**src/rtl/vbsme_pkg.sv**
```systemverilog
// Purpose: shared widths and FSM state encoding for the SAD search sequencer.
// Latency: n/a (type and constant definitions only).
// Backpressure: n/a.
package vbsme_pkg;

    localparam int PIX_W = 8;
    localparam int SAD_W = 32;
    localparam int IDX_W = 16;

    // Sequencer states, kept as plain constants so legacy tooling can read them.
    localparam logic [1:0] ST_IDLE  = 2'd0;
    localparam logic [1:0] ST_ACCUM = 2'd1;
    localparam logic [1:0] ST_CMP   = 2'd2;
    localparam logic [1:0] ST_DONE  = 2'd3;

endpackage

```
**src/rtl/sad_sequencer_if.sv**
```systemverilog
// Purpose: bundles the search control, pixel handshake and result signals.
// Latency: n/a (wiring only).
// Backpressure: PixReady qualifies PixValid; no other flow control.
// Ports: master drives Start/PixValid/PixA/PixB and observes results;
//        slave (the sequencer) drives PixReady, Sad/SadValid, MinSad/MinIndex, Busy, Done.
interface sad_sequencer_if;
    import vbsme_pkg::*;

    logic             Start;
    logic             PixValid;
    logic             PixReady;
    logic [PIX_W-1:0] PixA;
    logic [PIX_W-1:0] PixB;
    logic [SAD_W-1:0] Sad;
    logic             SadValid;
    logic [SAD_W-1:0] MinSad;
    logic [IDX_W-1:0] MinIndex;
    logic             Busy;
    logic             Done;

    modport master (
        output Start, PixValid, PixA, PixB,
        input  PixReady, Sad, SadValid, MinSad, MinIndex, Busy, Done
    );

    modport slave (
        input  Start, PixValid, PixA, PixB,
        output PixReady, Sad, SadValid, MinSad, MinIndex, Busy, Done
    );

endinterface

```
**src/rtl/sad_sequencer_adder.sv**
```systemverilog
// Purpose: 32-bit combinational adder shared by the SAD accumulator.
// Latency: combinational, zero cycles.
// Backpressure: none.
// Ports: a, b operands; sum = a + b, wrapping modulo 2^32.
module Adder
    import vbsme_pkg::*;
(
    input  logic [SAD_W-1:0] a,
    input  logic [SAD_W-1:0] b,
    output logic [SAD_W-1:0] sum
);

    assign sum = a + b;

endmodule

```
**src/rtl/sad_sequencer.sv**
```systemverilog
// Purpose: walks NUM_CAND candidate blocks, accumulates |A-B| per block and tracks the minimum SAD.
// Latency: Sad valid the cycle after a block's last accepted pixel; Done one cycle after the last SadValid.
// Backpressure: PixReady high only while accumulating; PixValid gaps simply stall the block.
// Ports: Clk, Rst (sync, active-high); bus (slave modport) carries Start, pixel handshake and results.
module sad_sequencer
    import vbsme_pkg::*;
#(
    parameter int BLOCK_PIXELS = 16,
    parameter int NUM_CAND     = 64
) (
    input  logic             Clk,
    input  logic             Rst,
    sad_sequencer_if.slave   bus
);

    localparam logic [IDX_W-1:0] LAST_PIX  = IDX_W'(BLOCK_PIXELS - 1);
    localparam logic [IDX_W-1:0] LAST_CAND = IDX_W'(NUM_CAND - 1);

    logic [1:0]       state;
    logic [SAD_W-1:0] acc;
    logic [SAD_W-1:0] acc_sum;
    logic [SAD_W-1:0] pix_diff;
    logic [SAD_W-1:0] sad_q;
    logic [SAD_W-1:0] min_sad_q;
    logic [IDX_W-1:0] min_idx_q;
    logic [IDX_W-1:0] pix_cnt;
    logic [IDX_W-1:0] cand_cnt;

    // Absolute difference of the presented pair, zero-extended into the adder width.
    always_comb begin
        pix_diff = '0;
        if (bus.PixA >= bus.PixB) begin
            pix_diff[PIX_W-1:0] = bus.PixA - bus.PixB;
        end else begin
            pix_diff[PIX_W-1:0] = bus.PixB - bus.PixA;
        end
    end

    Adder u_adder (
        .a   (acc),
        .b   (pix_diff),
        .sum (acc_sum)
    );

    always_ff @(posedge Clk) begin
        if (Rst) begin
            state     <= ST_IDLE;
            acc       <= '0;
            pix_cnt   <= '0;
            cand_cnt  <= '0;
            sad_q     <= '0;
            min_sad_q <= '1;
            min_idx_q <= '0;
        end else begin
            case (state)
                ST_IDLE: begin
                    // Results of the previous search stay visible until a new one starts.
                    if (bus.Start) begin
                        acc       <= '0;
                        pix_cnt   <= '0;
                        cand_cnt  <= '0;
                        min_sad_q <= '1;
                        min_idx_q <= '0;
                        state     <= ST_ACCUM;
                    end
                end
                ST_ACCUM: begin
                    if (bus.PixValid) begin
                        acc <= acc_sum;
                        if (pix_cnt == LAST_PIX) begin
                            // Final pair: publish the full sum on this same edge.
                            pix_cnt <= '0;
                            sad_q   <= acc_sum;
                            state   <= ST_CMP;
                        end else begin
                            pix_cnt <= pix_cnt + 16'd1;
                        end
                    end
                end
                ST_CMP: begin
                    // Strict compare so a tie keeps the earlier candidate.
                    if (sad_q < min_sad_q) begin
                        min_sad_q <= sad_q;
                        min_idx_q <= cand_cnt;
                    end
                    if (cand_cnt == LAST_CAND) begin
                        state <= ST_DONE;
                    end else begin
                        cand_cnt <= cand_cnt + 16'd1;
                        acc      <= '0;
                        state    <= ST_ACCUM;
                    end
                end
                ST_DONE: begin
                    state <= ST_IDLE;
                end
                default: begin
                    state <= ST_IDLE;
                end
            endcase
        end
    end

    assign bus.PixReady = (state == ST_ACCUM);
    assign bus.SadValid = (state == ST_CMP);
    assign bus.Busy     = (state != ST_IDLE);
    assign bus.Done     = (state == ST_DONE);
    assign bus.Sad      = sad_q;
    assign bus.MinSad   = min_sad_q;
    assign bus.MinIndex = min_idx_q;

endmodule

```
**src/flat_wrapper.sv**
```systemverilog
// flat-port wrapper written by rule: the top's interface ports become plain ports
module sad_sequencer_flat import vbsme_pkg::*;
#(
    parameter int BLOCK_PIXELS = 16,
    parameter int NUM_CAND     = 64
)
  (Clk, Rst, bus_Start, bus_PixValid, bus_PixA, bus_PixB, bus_PixReady, bus_Sad, bus_SadValid, bus_MinSad, bus_MinIndex, bus_Busy, bus_Done);
  sad_sequencer_if bus_i ();
  input  logic Clk;
  input  logic Rst;
  input wire logic [$bits(bus_i.Start)-1:0] bus_Start;
  input wire logic [$bits(bus_i.PixValid)-1:0] bus_PixValid;
  input wire logic [$bits(bus_i.PixA)-1:0] bus_PixA;
  input wire logic [$bits(bus_i.PixB)-1:0] bus_PixB;
  output wire logic [$bits(bus_i.PixReady)-1:0] bus_PixReady;
  output wire logic [$bits(bus_i.Sad)-1:0] bus_Sad;
  output wire logic [$bits(bus_i.SadValid)-1:0] bus_SadValid;
  output wire logic [$bits(bus_i.MinSad)-1:0] bus_MinSad;
  output wire logic [$bits(bus_i.MinIndex)-1:0] bus_MinIndex;
  output wire logic [$bits(bus_i.Busy)-1:0] bus_Busy;
  output wire logic [$bits(bus_i.Done)-1:0] bus_Done;
  assign bus_i.Start = bus_Start;
  assign bus_i.PixValid = bus_PixValid;
  assign bus_i.PixA = bus_PixA;
  assign bus_i.PixB = bus_PixB;
  assign bus_PixReady = bus_i.PixReady;
  assign bus_Sad = bus_i.Sad;
  assign bus_SadValid = bus_i.SadValid;
  assign bus_MinSad = bus_i.MinSad;
  assign bus_MinIndex = bus_i.MinIndex;
  assign bus_Busy = bus_i.Busy;
  assign bus_Done = bus_i.Done;
  sad_sequencer #(.BLOCK_PIXELS(BLOCK_PIXELS), .NUM_CAND(NUM_CAND)) u_core (.Clk(Clk), .Rst(Rst), .bus(bus_i));
endmodule
```
**config.mk**
```make
export PLATFORM = sky130hd
export DESIGN_NAME = sad_sequencer_flat
export DESIGN_NICKNAME = d
export VERILOG_FILES = /design/src/rtl/vbsme_pkg.sv /design/src/rtl/sad_sequencer_if.sv /design/src/rtl/sad_sequencer_adder.sv /design/src/rtl/sad_sequencer.sv /design/src/flat_wrapper.sv
export SDC_FILE = /design/constraint.sdc
export NUM_CORES = 1
export LEC_CHECK = 0
export CAP_MARGIN = 20
export CORE_AREA = 2 2 136 237
export DETAILED_ROUTE_END_ITERATION = 7
export DIE_AREA = 0 0 138 239
export PLACE_DENSITY = 0.51
export RECOVER_POWER = 100
export SYNTH_ARGS = -nofsm -noshare
export SYNTH_HDL_FRONTEND = slang
export SYNTH_HIERARCHICAL = 1
export SYNTH_SLANG_ARGS = --single-unit
```
**constraint.sdc**
```tcl
create_clock -name Clk -period 14.62 [get_ports Clk]
set_clock_uncertainty 0.1 [all_clocks]
set_input_delay 4.386 -clock Clk [delete_from_list [all_inputs] [get_ports Clk]]
set_output_delay 4.386 -clock Clk [all_outputs]
set_load 0.01 [all_outputs]
```
==> qor.yml, run 1 <==
logic_synthesis:
  postSynthAreaPerCell_um2: 8.08
  netlist_instances: 1137
  yosys_warnings: 6
  ys_types: 85
  synth.cell_area_um2: 9190
  seq_area_frac_synth_pct: 31.8
  synth-edff-count: 0
  synth_area_leaders: "dfxtp_1, ha_1, nor2_1"
  ys_async_sr_fraction_pct: 0
  synthFlopType: "dfxtp_1"
  synth_top_area_share_pct: 31.8
  synth-seq-cells: 146
  yosysTopAreaCell: "dfxtp_1"
clock_network:
  clk_path_buf_depth: 2
  clock-root-buffer: "clkbuf_16"
  cts_htree_levels: 4
  ctsResizeCount: 0
  cts_tree: "built"
  post_cts_buffers: 0
  cts.hold.buffers_added: 0
  clk_pin_slew_ns: 0.06
  cts_made_buffers: 17
  cts_sinks: 146
  clk_latency_ns: 0.43
timing:
  holdWs_ns: 0.355
  setup_tns_ns: 0
  slew_headroom_pct: -101
  period_minus_slack_ns: 10.05
  fmax_ghz: 0.0995
  setup_viol: 0
  hold_viol: 0
  tightest_slew_ns: 3.01
  drv_slew: 121
  fin_crit_sh_pct: 68.7
  rsz0062_at_grt: "no"
  finalWorstSetupSlack_ns: 4.57
global_routing:
  grt_pass1_wl_um: 42300
  grt_util_met1_pct: 15.7
  grt_overflow: 0
  grt_use_met3_pct: 2.62
  busiest_layer: "met2"
  grtUsageTotal_pct: 15.7
  grt_max_degree: 78
  grt_pass1_vias: 8342
  antenna_found_initial: 0
  met2_usage_pct: 31.6
layout:
  fin_nets: 1337
  fin_area_um2: 11100
  drive_gt1_share_pct: 4.49
  fin_util_pct: 35.7
  antennaDiodeCount: 0
  syn_to_final_growth_pct: 21.1
worst_setup_path:
  endpoint_kind: "flop"
  crit_type: "in2reg"
  cp-start-kind: "input pin"
  cp.arrival_ns: 10.24
  crit_path_max_fanout: 7
  worst_ep_required_time_ns: 14.81
placed_design:
  gp_congestion: 0.856
  port_buffers: 103
  place_area_um2: 10600
  dp_hpwl_um: 19800
  place_ws_ns: 5.08
floorplanning:
  die_h_um: 239
  pin_count: 104
  num_rows: 86
  start_util_pct: 29.5
  coreArea_um2: 31200
  die_width_um: 138
  die_area_um2: 33000
outcome:
  violations: "max-capacitance violations, max-slew violations"
  status: "finished, violations left"
pwr:
  combPwrFrac_pct: 16.3
  ir_drop_uv: 57.3
  powerDensity_nw_per_um2: 90.5
  p_int_uw: 727
  p_leak_uw: 0.00516
  switching_share_pct: 27.8
  pwr-share-clk_pct: 43.5
  p_switching_uw: 280
  seq_power_share_pct: 40.2
route:
  drc: 0
  routedWlPerCell_um: 15.8
  first_pass_iters: 5
  vias: 8263
  wl_um: 26000
  drtIter0Drc: 380
  postRouteAntennaNets: 0
  vias_per_cell: 5.03
min_path:
  hold_path_class: "reg2reg"
run:
  max_cap_violations: 3
==> cell families (layout without fill, tap and decap cells) <==
group | Yosys count | after routing | share of synthesized area (%)
and+or+nand+nor | 436 | 436 | 21.8
AOI/OAI and AO/OA | 246 | 246 | 18.4
DFF | 146 | 146 | 31.8
buffers and inverters | 119 | 207 | 5.55
adders and majority gates | 82 | 82 | 11.4
muxes | 58 | 58 | 6.37
xor gates and xnor gates | 49 | 49 | 4.67
other | 1 | 24 | 0.0408
==> cells in the mapped netlist (20+ instances only) <==
cell,count
inv_1,66
mux2i_1,54
a22oi_1,33
dfxtp_1,146
nand2_1,145
a21o_1,28
ha_1,79
xnor2_1,20
nand4_1,26
nor2_1,158
xor2_1,29
a21oi_1,81
o21ai_0,25
clkbuf_1,38
==> sequential cells by signal (all words and copies together) (netlist names) <==
register and cells:
u_core/acc 32, u_core/bus.MinSad 32, u_core/bus.Sad 32, u_core/bus.MinIndex 16
u_core/cand_cnt 16, u_core/pix_cnt 16, u_core/state 2
==> final cells by class <==
type | instances | area (um2)
inverter | 66 | 248
clock inverter | 11 | 128
clock buffer | 21 | 460
multi-input combinational | 895 | 5810
sequential | 146 | 2920
tap | 396 | 495
timing repair buffer | 109 | 1060
fill | 3315 | 20100
==> through the flow <==
step | power [uW] | cells
3_3_place_gp | 576 | 1611
5_1_grt | 1060 | 1644
4_1_cts | 1020 | 1644
6_report | 1010 | 1644
3_5_place_dp | 577 | 1612
2_1_floorplan | 539 | 1160
==> final timing paths <==
| path | slack, ns | cells past startpoint | from | to |
|---|---|---|---|---|
| hold / removal | 0.35 | 2 | u_core/bus.MinIndex[5] | u_core/bus.MinIndex[5] |
| setup / recovery | 4.57 | 18 | bus_PixA[5] | u_core/acc[30] |
| hold reg to reg | 0.35 | 2 | u_core/bus.MinIndex[5] | u_core/bus.MinIndex[5] |
| setup reg to reg | 9.11 | 9 | u_core/bus.Sad[25] | u_core/bus.MinSad[13] |
==> metal layers <==
metal | wire length, um | share of wire, %
met2 | 14500 | 56
met5 | 0 | 0
met3 | 687 | 2.6
met4 | 772 | 3.0
met1 | 10000 | 39
==> placed cells by master, fill, tap and decap left out, types with 8 or more instances in the layout <==
cell,n
a22oi_1,33
o21ai_0,26
inv_1,66
clkdlybuf4s50_1,16
conb_1,24
a211oi_1,10
a21oi_1,81
nor2b_1,9
clkbuf_16,17
nand3_1,16
a21o_1,28
nor3_1,14
dlygate4sd3_1,86
nand4_1,27
nand2b_1,8
nand2_1,145
dfxtp_1,146
xnor2_1,20
mux2i_1,54
xor2_1,29
or3_1,8
ha_1,79
nor2_1,158
==> critical path, cell delays in order <==
cell and delay, ns:
dlygate4sd3_1 0.55, inv_1 0.05, ha_1 0.40, a21oi_1 0.23, nor2b_1 0.10, or3_1 0.44, and4_1 0.23, nor4_1 0.59
o311ai_0 0.25, a211oi_1 0.33, ha_1 0.26, nand4_1 0.17, or4_1 0.58, a2111oi_0 1.06, or4_1 0.24, nand4_1 0.11
a22oi_1 0.19, nor2_1 0.07
==> power groups by stage <==
stage          clock network [uW]  logic [uW]  registers (uW)
5_1_grt                       470         183             405
3_5_place_dp                    0         164             414
6_report                      438         164             405
2_1_floorplan                   0         126             413
3_3_place_gp                    0         162             414
4_1_cts                       455         164             405
Note: power is estimated with default switching activity, not from simulation.
==> run 2, diff against run 1 <==
- clock period: 14.62 -> 10.3 ns (I/O delays scaled with it)
==> run 2 against run 1 <==
- the flow still finishes with violations (max-capacitance violations, max-slew violations)
- clock power rose by 67%
- critical path depth stayed put
- setup slack got worse by 2.8 ns
==> qor.yml, run 2 (synthesized netlist as in run 1, its figures left out) <==
layout:
  syn_to_final_growth_pct: 22.2
  final_common_cell: "nor2_1"
  antennaDiodeCount: 0  # unchanged
  multiInputGateArea_um2: 5810  # unchanged
  drive_gt1_share_pct: 4.57  # +0.080 points
  finalNonFillerCells: 1644  # unchanged
  fin_area_um2: 11200  # +0.90%
  regArea_um2: 2920  # unchanged
  fin_nets: 1337  # unchanged
  nFillCells: 3290  # -0.75%
  final_cell_mix: "nor2_1, dfxtp_1, nand2_1"
floorplanning:
  start_util_pct: 29.5  # unchanged
  num_rows: 86  # unchanged
  die_width_um: 138  # unchanged
  coreArea_um2: 31200  # unchanged
  die_area_um2: 33000  # unchanged
  pin_count: 104  # unchanged
  die_h_um: 239  # unchanged
placed_design:
  dp_hpwl_um: 19700  # -0.18%
  gp_congestion: 0.859  # +0.40%
  placed_cells: 1612  # unchanged
  place_area_um2: 10600  # unchanged
  port_buffers: 103  # unchanged
worst_setup_path:
  crit_type: "in2reg"
  max_stage_delay_ns: 0.96  # -0.10 ns
  r2r-end: "u_core/bus.MinIndex[2]"
  r2r_slack_ns: 4.77  # -4.34 ns
  slowest_stage: "a2111oi_0"
  path_cells: "dlygate4sd3_1 -> inv_1 -> ha_1 -> a21oi_1 -> nor2b_1 -> or3_1 -> and4_1 -> nor4_1 -> o311ai_0 -> a211oi_1 -> ha_1 -> nand4_1 -> or4_1 -> a2111oi_0 -> or4_1 -> nand3_1 -> a22oi_1 -> nor2_1"
  crit_path_max_fanout: 7  # unchanged
  worst_ep_required_time_ns: 10.51  # -4.30 ns
  cp.arrival_ns: 8.72  # -1.52 ns
  endpoint_kind: "flop"
  r2r_cells: 9  # unchanged
  r2r_start: "u_core/bus.Sad[25]"
  cp-start-kind: "input pin"
pwr:
  ir_drop_uv: 129  # +130%
  powerDensity_nw_per_um2: 137  # +52%
  p_leak_uw: 0.00520  # +0.82%
clock_network:
  clk_pin_slew_ns: 0.06  # about the same
  clk_latency_ns: 0.45  # +0.02 ns
  cts_sinks: 146  # unchanged
  cts_htree_levels: 4  # unchanged
  clock-root-buffer: "clkbuf_16"
  cts_tree: "built"
  ctsResizeCount: 0  # unchanged
  cts.hold.buffers_added: 0  # unchanged
  cts_made_buffers: 17  # unchanged
  clk_path_buf_depth: 2  # unchanged
  post_cts_buffers: 0  # unchanged
outcome:
  violations: "max-capacitance violations, max-slew violations"
  status: "finished, violations left"
route:
  vias: 8191  # -0.87%
  wl_um: 25800  # -0.53%
  postRouteAntennaNets: 0  # unchanged
  routedWlPerCell_um: 15.7  # -0.53%
  drtIter0Drc: 301  # -21%
  drc: 0  # unchanged
  first_pass_iters: 5  # unchanged
  vias_per_cell: 4.98  # -0.87%
min_path:
  hold-path-cell-count: 2  # unchanged
  hold_path_class: "reg2reg"
  min_to: "u_core/bus.MinIndex[5]"
  min_from: "u_core/bus.MinIndex[5]"
timing:
  setup_viol: 0  # unchanged
  rsz0062_at_grt: "no"
  hold_viol: 0  # unchanged
  setup_tns_ns: 0  # unchanged
  holdWs_ns: 0.356  # +0.000985 ns
  tightest_slew_ns: 3.00  # -0.0158 ns
  slew_headroom_pct: -99.8  # +1.1 points
  fmax_ghz: 0.118
  fin_crit_sh_pct: 82.6
  period_minus_slack_ns: 8.51
  drv_slew: 121  # unchanged
global_routing:
  grt_overflow: 0  # unchanged
  grtUsageTotal_pct: 16.0  # +0.28 points
  antenna_found_initial: 0  # unchanged
  grt_pass1_vias: 8338  # -0.048%
  grt_max_degree: 78  # unchanged
  grt_pass1_wl_um: 42700  # +0.93%
run:
  max_cap_violations: 3  # unchanged
-- run 2: area by class of cell --
type | instances | share of cell area [%]
multi-input combinational | 895 | 51.7
clock inverter | 14 | 2.31
inverter | 66 | 2.21
timing repair buffer | 109 | 9.47
tap | 396 | 4.41
sequential | 146 | 26.0
clock buffer | 18 | 3.82
-- run 2: worst max path at each step --
stage,from,endpoint,cells after the start
global route,bus_PixA[5],u_core/acc[30],18
CTS,bus_PixA[5],u_core/acc[28],19
detailed placement,bus_PixA[5],u_core/acc[28],19
finish,bus_PixA[5],u_core/acc[26],18
floorplan,bus_PixA[3],u_core/acc[30],18
global placement,bus_PixA[0],u_core/acc[24],20
-- run 2: metrics by stage --
stage / utilization [%] / worst slack [ns] / total power, uW
after detailed placement: 33.9 / 2.07 / 819
final: 36.0 / 1.79 / 1540
after floorplan: - / 3.12 / 765
after CTS: 36.1 / 2.55 / 1560
after global routing: 36.0 / 1.23 / 1610
after global placement: 33.9 / 2.16 / 817
-- run 2: power breakdown --
group          internal (uW)  switching, uW
sequential               571           4.03
clock                    478            255
combinational           90.3            143
total                   1140            402
-- run 2: worst max-delay path, delay by kind of cell --
kind	cells	cell delay, ns
buffers and inverters	2	0.60
AO/OA/AOI/OAI	5	1.92
AND/OR/NAND/NOR	9	2.43
adder cells (fa/ha/maj)	2	0.66
-- run 2: metal layers --
metal  GRT usage (%)  share of wire [%]  vias to the layer above
met4            7.51                3.1                        0
met5               0                  0                        -
met3            2.12                2.1                       48
li1                -                  -                     4161
met2            31.9                 56                      122
met1            16.2                 39                     3860
==> run 3, diff against run 2 <==
- PLACE_DENSITY: 0.51 -> 0.53
- clock period: 10.3 -> 7.3 ns (I/O delays scaled with it)
==> run 3 against run 2 <==
- the run still ends with max-capacitance violations, max-slew violations left
- power grew 30%
- sequential power is 41% higher
- die area unchanged
- worst hold slack improved by 0.00086 ns
- via count increased by 0.68%
- global-route usage is 0.34 points lower
- first-iteration DRC count increased by 1.7%
- clock power grew 17%
- combinational power is 44% higher
- highest routed layer unchanged
==> qor.yml, run 3 (synthesized netlist as in run 1, its figures left out) <==
floorplanning:
  die_h_um: 239  # unchanged
  pin_count: 104  # unchanged
  die_area_um2: 33000  # unchanged
  start_util_pct: 29.5  # unchanged
  coreArea_um2: 31200  # unchanged
  num_rows: 86  # unchanged
  die_width_um: 138  # unchanged
clock_network:
  clk_pin_slew_ns: 0.07  # about the same
  cts.hold.buffers_added: 0  # unchanged
  cts_sinks: 146  # unchanged
  cts_tree: "built"
  clock-root-buffer: "clkbuf_16"
  clk_latency_ns: 0.43  # -0.02 ns
  clk_path_buf_depth: 2  # unchanged
  cts_made_buffers: 17  # unchanged
  ctsResizeCount: 0  # unchanged
  post_cts_buffers: 0  # unchanged
  cts_htree_levels: 4  # unchanged
placed_design:
  place_ws_ns: 0.0375  # -2.04 ns
  dp_hpwl_um: 19600  # -0.74%
  gp_congestion: 0.866  # +0.86%
  port_buffers: 103  # unchanged
global_routing:
  grtUsageTotal_pct: 15.7  # -0.34 points
  grt_pass1_wl_um: 42100  # -1.5%
  grt_pass1_vias: 8232  # -1.3%
  grt_overflow: 0  # unchanged
  antenna_found_initial: 0  # unchanged
  grt_max_degree: 78  # unchanged
worst_setup_path:
  crit_path_max_fanout: 5  # -2
  cp.arrival_ns: 7.16  # -1.56 ns
  worst_ep_required_time_ns: 7.57  # -2.94 ns
  endpoint_kind: "flop"
  cp-start-kind: "input pin"
  crit_type: "in2reg"
layout:
  final_cell_mix: "nor2_1, dfxtp_1, nand2_1"
  drive_gt1_share_pct: 4.87  # +0.30 points
  nFillCells: 3320  # +0.91%
  syn_to_final_growth_pct: 21.4
  fin_nets: 1341  # +0.30%
  final_common_cell: "nor2_1"
  antennaDiodeCount: 0  # unchanged
run:
  max_cap_violations: 4  # +1
pwr:
  powerDensity_nw_per_um2: 180  # +31%
  seq_power_share_pct: 40.4  # +3.1 points
  combPwrFrac_pct: 16.7  # +1.6 points
  pwr-share-clk_pct: 42.9  # -4.7 points
  p_switching_uw: 579  # +44%
  ir_drop_uv: 101  # -22%
  p_leak_uw: 0.00516  # -0.69%
  switching_share_pct: 28.8  # +2.8 points
  p_int_uw: 1430  # +25%
route:
  first_pass_iters: 5  # unchanged
  postRouteAntennaNets: 0  # unchanged
  wl_um: 25900  # +0.27%
  routedWlPerCell_um: 15.7  # about the same
  vias_per_cell: 5.00  # +0.44%
  vias: 8247  # +0.68%
  drtIter0Drc: 306  # +1.7%
  drc: 0  # unchanged
timing:
  tightest_slew_ns: 3.75  # +0.753 ns
  drv_slew: 166  # +37%
  holdWs_ns: 0.356  # +0.000857 ns
  setup_viol: 0  # unchanged
  slew_headroom_pct: -150  # -50 points
  fmax_ghz: 0.145
  setup_tns_ns: 0  # unchanged
  rsz0062_at_grt: "no"
  period_minus_slack_ns: 6.90
  finalWorstSetupSlack_ns: 0.405  # -1.39 ns
  hold_viol: 0  # unchanged
  fin_crit_sh_pct: 94.5
min_path:
  hold_path_class: "reg2reg"
outcome:
  status: "finished, violations left"
  violations: "max-capacitance violations, max-slew violations"
## run 3: changes by cell type in the layout (fill, tap and decap cells not counted), sizes merged
cell           before  now
clkdlybuf4s50      16   17
dlygate4sd3        86   85
inv                67   69
bufinv              7    1
buf                 5    8
clkinv              2    5
clkbuf             20   22
## run 3: critical path, cell delays in order
cell and delay, ns:
clkdlybuf4s50_1 0.53, inv_1 0.10, ha_1 0.33, a41oi_1 0.23
nor3b_1 0.11, or3_1 0.42, nor4_1 0.45, nor4_2 0.14
o311ai_1 0.28, a211oi_1 0.13, ha_1 0.37, nand4_1 0.16
a21o_1 0.21, a211o_1 0.29, a2111o_1 0.47, a31oi_1 0.27
xor2_1 0.21, a22oi_1 0.11, nor2_1 0.16
## run 3: path summary, 6_finish.rpt
kind | start | end | slack, ns | cells past startpoint
worst max-delay path | bus_PixA[1] | u_core/acc[29] | 0.40 | 19
worst min-delay path | u_core/bus.MinIndex[2] | u_core/bus.MinIndex[2] | 0.36 | 2
worst max register to register | u_core/bus.MinSad[30] | u_core/bus.MinSad[25] | 1.53 | 10
worst min register to register | u_core/bus.MinIndex[2] | u_core/bus.MinIndex[2] | 0.36 | 2
## run 3: per-layer routing
layer	wire, um	track usage, %	up-vias	part of all wire (%)
met5	0	0	-	0
met4	597	6.12	0	2.3
li1	-	-	4186	-
met2	14500	31.2	131	56
met1	10200	16.1	3890	39
met3	632	2.46	40	2.4
## run 3: cell type report
cell class / count / area [um2] / area share, %
Sequential cell: 146 / 2920 / 26.2
Multi-Input combinational cell: 895 / 5820 / 52.2
Clock inverter: 13 / 126 / 1.13
Tap cell: 396 / 495 / 4.44
Timing Repair Buffer: 113 / 1090 / 9.79
Clock buffer: 19 / 453 / 4.06
Inverter: 66 / 248 / 2.22
## run 3: power by group through the flow
stage | logic (uW) | registers [uW] | clock network [uW]
2_1_floorplan | 253 | 827 | 0
3_3_place_gp | 325 | 829 | 0
3_5_place_dp | 329 | 829 | 0
4_1_cts | 330 | 811 | 887
5_1_grt | 371 | 811 | 916
6_report | 335 | 811 | 860
## run 3: through the flow
stage	area (um2)	instances	total power [uW]	util, %
after global placement	10600	1615	1150	34.0
final	11200	1648	2010	35.8
after floorplan	9280	1160	1080	-
after detailed placement	10600	1616	1160	34.0
after global routing	11200	1648	2100	35.8
after CTS	11200	1648	2030	35.9
